==> src/rtl/seq_booth_mul.sv <==
// seq_booth_mul: sequential radix-4 Booth multiplier, one Booth step per clock.
//
// Ports:
//   clock       - sole clock; all state updates on its rising edge
//   reset       - synchronous, active-high reset
//   start       - begin a multiply (sampled only while idle)
//   signed_mode - 1 = two's-complement operands, 0 = unsigned (captured with operands)
//   mcand       - multiplicand, N bits
//   mlier       - multiplier, N bits
//   busy        - high while a multiply is in progress (CALC and DONE)
//   valid       - single-cycle pulse marking a new result on product
//   product     - exact 2N-bit product, held until the next result or reset
//
// Latency: accept at edge E0, valid high in the cycle after edge E0+N/2+1.
// N must be even and >= 4.
module seq_booth_mul #(
   parameter int unsigned N = 16
) (
   input  logic           clock,
   input  logic           reset,
   input  logic           start,
   input  logic           signed_mode,
   input  logic [N-1:0]   mcand,
   input  logic [N-1:0]   mlier,
   output logic           busy,
   output logic           valid,
   output logic [2*N-1:0] product
);

   localparam int unsigned CntW = $clog2(N / 2 + 1);
   localparam logic [CntW-1:0] LastStep = CntW'(N / 2);

   typedef enum logic [1:0] {StIdle, StCalc, StDone} state_t;

   state_t           state_q, state_d;
   // Multiplicand, pre-extended to 2N+2 bits and shifted left by 2 each step.
   logic [2*N+1:0]   mc_q, mc_d;
   // Multiplier extended to N+2 bits with the implicit y[-1]=0 appended;
   // bits [2:0] always hold the current Booth group.
   logic [N+2:0]     yb_q, yb_d;
   logic [2*N+1:0]   acc_q, acc_d;
   logic [CntW-1:0]  cnt_q, cnt_d;
   logic [2*N-1:0]   product_q, product_d;

   logic [2*N+1:0]   term;
   logic [2*N+1:0]   acc_sum;
   logic             sign_mc;
   logic             sign_ml;

   assign sign_mc = signed_mode & mcand[N-1];
   assign sign_ml = signed_mode & mlier[N-1];

   // Booth decode of the current group into 0, +-M, +-2M.
   always_comb begin
      term = '0;
      case (yb_q[2:0])
         3'b001, 3'b010: term = mc_q;
         3'b011:         term = mc_q << 1;
         3'b100:         term = -(mc_q << 1);
         3'b101, 3'b110: term = -mc_q;
         default:        term = '0;
      endcase
   end

   assign acc_sum = acc_q + term;

   always_comb begin
      state_d   = state_q;
      mc_d      = mc_q;
      yb_d      = yb_q;
      acc_d     = acc_q;
      cnt_d     = cnt_q;
      product_d = product_q;
      case (state_q)
         StIdle: begin
            if (start) begin
               // The signed/unsigned choice is folded into the extensions here.
               mc_d    = {{(N + 2){sign_mc}}, mcand};
               yb_d    = {{2{sign_ml}}, mlier, 1'b0};
               acc_d   = '0;
               cnt_d   = '0;
               state_d = StCalc;
            end
         end
         StCalc: begin
            acc_d = acc_sum;
            mc_d  = mc_q << 2;
            yb_d  = yb_q >> 2;
            cnt_d = cnt_q + 1'b1;
            if (cnt_q == LastStep) begin
               // Final step: result goes straight to product, no extra cycle.
               product_d = acc_sum[2*N-1:0];
               state_d   = StDone;
            end
         end
         StDone: begin
            state_d = StIdle;
         end
         default: begin
            state_d = StIdle;
         end
      endcase
   end

   always_ff @(posedge clock) begin
      if (reset) begin
         state_q   <= StIdle;
         mc_q      <= '0;
         yb_q      <= '0;
         acc_q     <= '0;
         cnt_q     <= '0;
         product_q <= '0;
      end else begin
         state_q   <= state_d;
         mc_q      <= mc_d;
         yb_q      <= yb_d;
         acc_q     <= acc_d;
         cnt_q     <= cnt_d;
         product_q <= product_d;
      end
   end

   assign busy    = (state_q != StIdle);
   assign valid   = (state_q == StDone);
   assign product = product_q;

endmodule

==> config.mk <==
export PLATFORM = sky130hd
export DESIGN_NAME = seq_booth_mul
export DESIGN_NICKNAME = d
export VERILOG_FILES = /design/src/rtl/seq_booth_mul.sv
export SDC_FILE = /design/constraint.sdc
export NUM_CORES = 1
export LEC_CHECK = 0
export BUFFER_PORTS_ARGS = -buffer_cell sky130_fd_sc_hd__buf_2
export CELL_PAD_IN_SITES_DETAIL_PLACEMENT = 1
export CELL_PAD_IN_SITES_GLOBAL_PLACEMENT = 2
export CORE_MARGIN = 10
export CORE_UTILIZATION = 39
export DETAILED_ROUTE_END_ITERATION = 7
export PLACE_DENSITY_LB_ADDON = 0.15
export SYNTH_ARGS = -nofsm -noshare
export SYNTH_HDL_FRONTEND = slang
export SYNTH_SLANG_ARGS = --single-unit
==> constraint.sdc <==
create_clock -name clock -period 7.6 [get_ports clock]
set_clock_uncertainty 0.1 [all_clocks]
set_input_delay 0.38 -clock clock [delete_from_list [all_inputs] [get_ports clock]]
set_output_delay 0.38 -clock clock [all_outputs]
set_load 0.01 [all_outputs]
==> results.cfg <==
[min_path]
hp-start = mcand[1]
hold_depth = 5
min_path_type = input pin to register
hold-path-endpoint = mc_q[1]$_SDFFE_PP0P_

[timing]
final_hold_viol_count = 0
final.period_utilization = 0.6990
setup_viol = 0
worstMarginPinSlew_ps = 1114
slew_violations = 0
setup_tns_ps = 0
setup_slack_ps = 2287
max_clock_freq_mhz = 188.2
timing.final.crit_period_ps = 5313
max_slew_margin = 0.2549
grt_setup_unrepaired = no

[critical_path]
r2r_slack_ps = 2290
rr_worst_depth = 16
cp_data_required_time_ps = 7820
worst_r2r_startpoint = yb_q[1]$_SDFFE_PP0P_
critical_path.slowest_cell = sky130_fd_sc_hd__dfxtp_1
critical-path-top-delay-family = compound AO/OA/AOI/OAI gates
critical_path.n_buffers_inverters = 2
worst_setup_path_start_kind = register
cp_max_fo = 23
critical_path.reg2reg.endpoint = product[31]$_SDFFE_PP0P_
crit_path_frequent_cell = sky130_fd_sc_hd__nor2_1
worstSetupEndpointType = register
crit_path_max_incr_delay_ps = 860
crit_chain = clkinv_1, buf_4, nor2_1, nor2_1, nor2_1, a22oi_1, o21ai_0, ha_1, nand4_1, nor2_1, a221oi_1, a211oi_1, o31a_1, o21ai_1, a2111o_1, nand3_1
path_class = register to register
critPathArrivalTime_ps = 5530

[global_routing]
number_of_antenna_violations_at_the_first_check_in_global_routing = 0
first_global_vias = 7986
grt_start_max_net_pins = 88
gr-usage-all-layers = 0.1988
grt_overflow_total = 0
grt_pass1_wl_mm = 43.79

[clock_network]
clk_pin_slew_ps = 70
cts_hold_buf = 0
clock_latency_on_the_worst_skew_pair_ps = 430
clock-sinks = 120
maximum_count_of_clock_buffers_along_a_single_path = 2
cts-root-buf = sky130_fd_sc_hd__clkbuf_16
post_cts.repair.setup_buffers = 0
cts_inserted_buffers = 17
tritoncts_clock_tree = yes
post_cts_resized = 0
cts_max_level = 4

[logic_synthesis]
avgSynthCellArea_sq_um = 7.720
synth_flop_cell = sky130_fd_sc_hd__dfxtp_1
synthTopCellsByCount = sky130_fd_sc_hd__nor2_1, sky130_fd_sc_hd__dfxtp_1, sky130_fd_sc_hd__a21oi_1
netlist_top_cells_area = sky130_fd_sc_hd__dfxtp_1, sky130_fd_sc_hd__a21oi_1, sky130_fd_sc_hd__a22oi_1, sky130_fd_sc_hd__nor2_1, sky130_fd_sc_hd__nand2_1
ys_seq_area_frac = 0.2908
post_synth_instance_area_sq_mm = 0.008260
synth_top_area_cell = sky130_fd_sc_hd__dfxtp_1
synth_cells = 1070
postSynthRegisterBits = 120
synth.yosys.warnings = 0
ys_types = 81
post_synthesis_net_count = 1141
synth_edf_count = 0
synth_largest_type_area_fraction = 0.2908
synth_async_sr_flop_share = 0
synthMostInstantiatedCell = sky130_fd_sc_hd__nor2_1

[floorplan]
boundaryPins = 70
core_area_sq_mm = 0.02096
die_span_y_um = 165.5
core.rowCount = 53
floorplan.initialDensity = 0.3942
dieWidth_um = 165.5
die-area_sq_mm = 0.02740

[placement]
portBuffers = 69
placed_cells_incl_taps = 1324
globalplace.congestion = 0.9120
detailedPlace.worstSlack_ps = 2400
dp_hpwl_mm = 18.98

[cells_and_area]
area_overhead_vs_synth_pct = 11.50
share_of_final_layout_standard_cells_stronger_than_drive_strength_1 = 0.1693
nNetsFinal = 1139
layout.cells.non_filler = 1356
diodes = 0
post_layout_util = 0.4395
layout.filler_cells = 2597

[route]
drt_pre_antenna_iters = 7
drt_drc_violations_left = 0
dr_total_vias = 7917
wl_mm = 27.07
detail_route.iter0.violations = 456
wl_per_cell_um = 19.96
ant_nets = 0
viasPerCell = 5.838

[power]
irDropWorstVdd_v = 0.0001309
total_power_mw = 1.970
total_leakage_power_nw = 3.696
powerDensity_mw_per_mm2 = 213.8

[outcome]
run_status = completed

[run]
max_cap_violations = 0
routing by layer:
| layer | track usage | wire length [um] | vias up |
|---|---|---|---|
| met3 | 0.03123 | 897 | 24 |
| met2 | 0.3362 | 13120 | 114 |
| li1 | - | - | 3883 |
| met4 | 0.05587 | 367 | 0 |
| met5 | 0 | 0 | - |
| met1 | 0.2556 | 12680 | 3896 |
placed cells by master, fill, tap and decap left out, drive strengths merged, types with 5 or more instances in the layout:
cell type,synthesis,final
clkinv,1,5
a31oi,10,10
nand3,27,27
o21a,6,6
nand2b,5,5
a21oi,119,119
clkbuf,82,17
nand2,114,114
o21ai,33,33
mux2,7,7
ha,34,34
and3,5,5
a22oi,62,62
nor2b,29,29
xor2,28,28
nor4,5,5
or4,6,6
or3,5,5
dfxtp,120,120
inv,16,25
a211oi,14,14
buf,20,81
o221a,28,28
xnor2,44,44
nand4,14,14
or2,6,6
nor2,121,121
a21o,7,7
a221oi,16,16
nor3,24,24
worst max path at each step:
stage	from	end	cells past startpoint
6_report	yb_q[1]$_SDFFE_PP0P_	product[31]$_SDFFE_PP0P_	16
5_1_grt	yb_q[1]$_SDFFE_PP0P_	product[31]$_SDFFE_PP0P_	16
4_1_cts	yb_q[1]$_SDFFE_PP0P_	product[31]$_SDFFE_PP0P_	16
3_5_place_dp	yb_q[1]$_SDFFE_PP0P_	product[31]$_SDFFE_PP0P_	16
3_3_place_gp	yb_q[1]$_SDFFE_PP0P_	product[31]$_SDFFE_PP0P_	16
2_1_floorplan	mc_q[19]$_SDFFE_PP0P_	product[31]$_SDFFE_PP0P_	19
per-stage QoR:
stage               cell area (sq um)  hold slack [ps]
finish                           9210            218.7
floorplan                        8260            350.8
global route                     9210            268.1
detailed placement               8631            348.7
global placement                 8631            340.6
CTS                              9210            221.0
flip-flops by register name (all words and copies together) (netlist names):
register  flops
acc_q        32
cnt_q         4
mc_q         32
product      32
state_q       2
yb_q         18
cell families (layout without fill, tap and decap cells):
group / count (synthesis) / count (layout) / synth area share
AND/OR/NAND/NOR: 376 / 376 / 0.2205
AO/OA/AOI/OAI: 337 / 337 / 0.2843
flip-flops: 120 / 120 / 0.2908
buffers and inverters: 119 / 130 / 0.05968
XOR/XNOR: 72 / 72 / 0.07634
adder cells (fa/ha/maj): 35 / 35 / 0.05392
multiplexers: 11 / 11 / 0.01439
layout make-up:
| type | instances | area (sq um) | area share |
|---|---|---|---|
| clock buffer | 17 | 425.4 | 0.04619 |
| clock inverter | 15 | 153.9 | 0.01671 |
| inverter | 17 | 63.81 | 0.006928 |
| multi-input combinational | 831 | 5383 | 0.5844 |
| sequential | 120 | 2405 | 0.2611 |
| tap | 275 | 344.1 | 0.03736 |
| timing repair buffer | 81 | 435.4 | 0.04728 |
report_power, final:
part	internal (mW)	total, mW	switching (mW)
Clock	0.437	0.805	0.369
Sequential	0.660	0.706	0.0461
Combinational	0.175	0.458	0.283
Total	1.27	1.97	0.698
tightest hold or removal path, stage by stage:
cell                      delay [ps]
sky130_fd_sc_hd__buf_2            80
sky130_fd_sc_hd__a22oi_1          60
sky130_fd_sc_hd__nor2_1           80
sky130_fd_sc_hd__a21oi_1          40
sky130_fd_sc_hd__nor2_1           70
No activity file was read; power rests on OpenSTA's default activity.
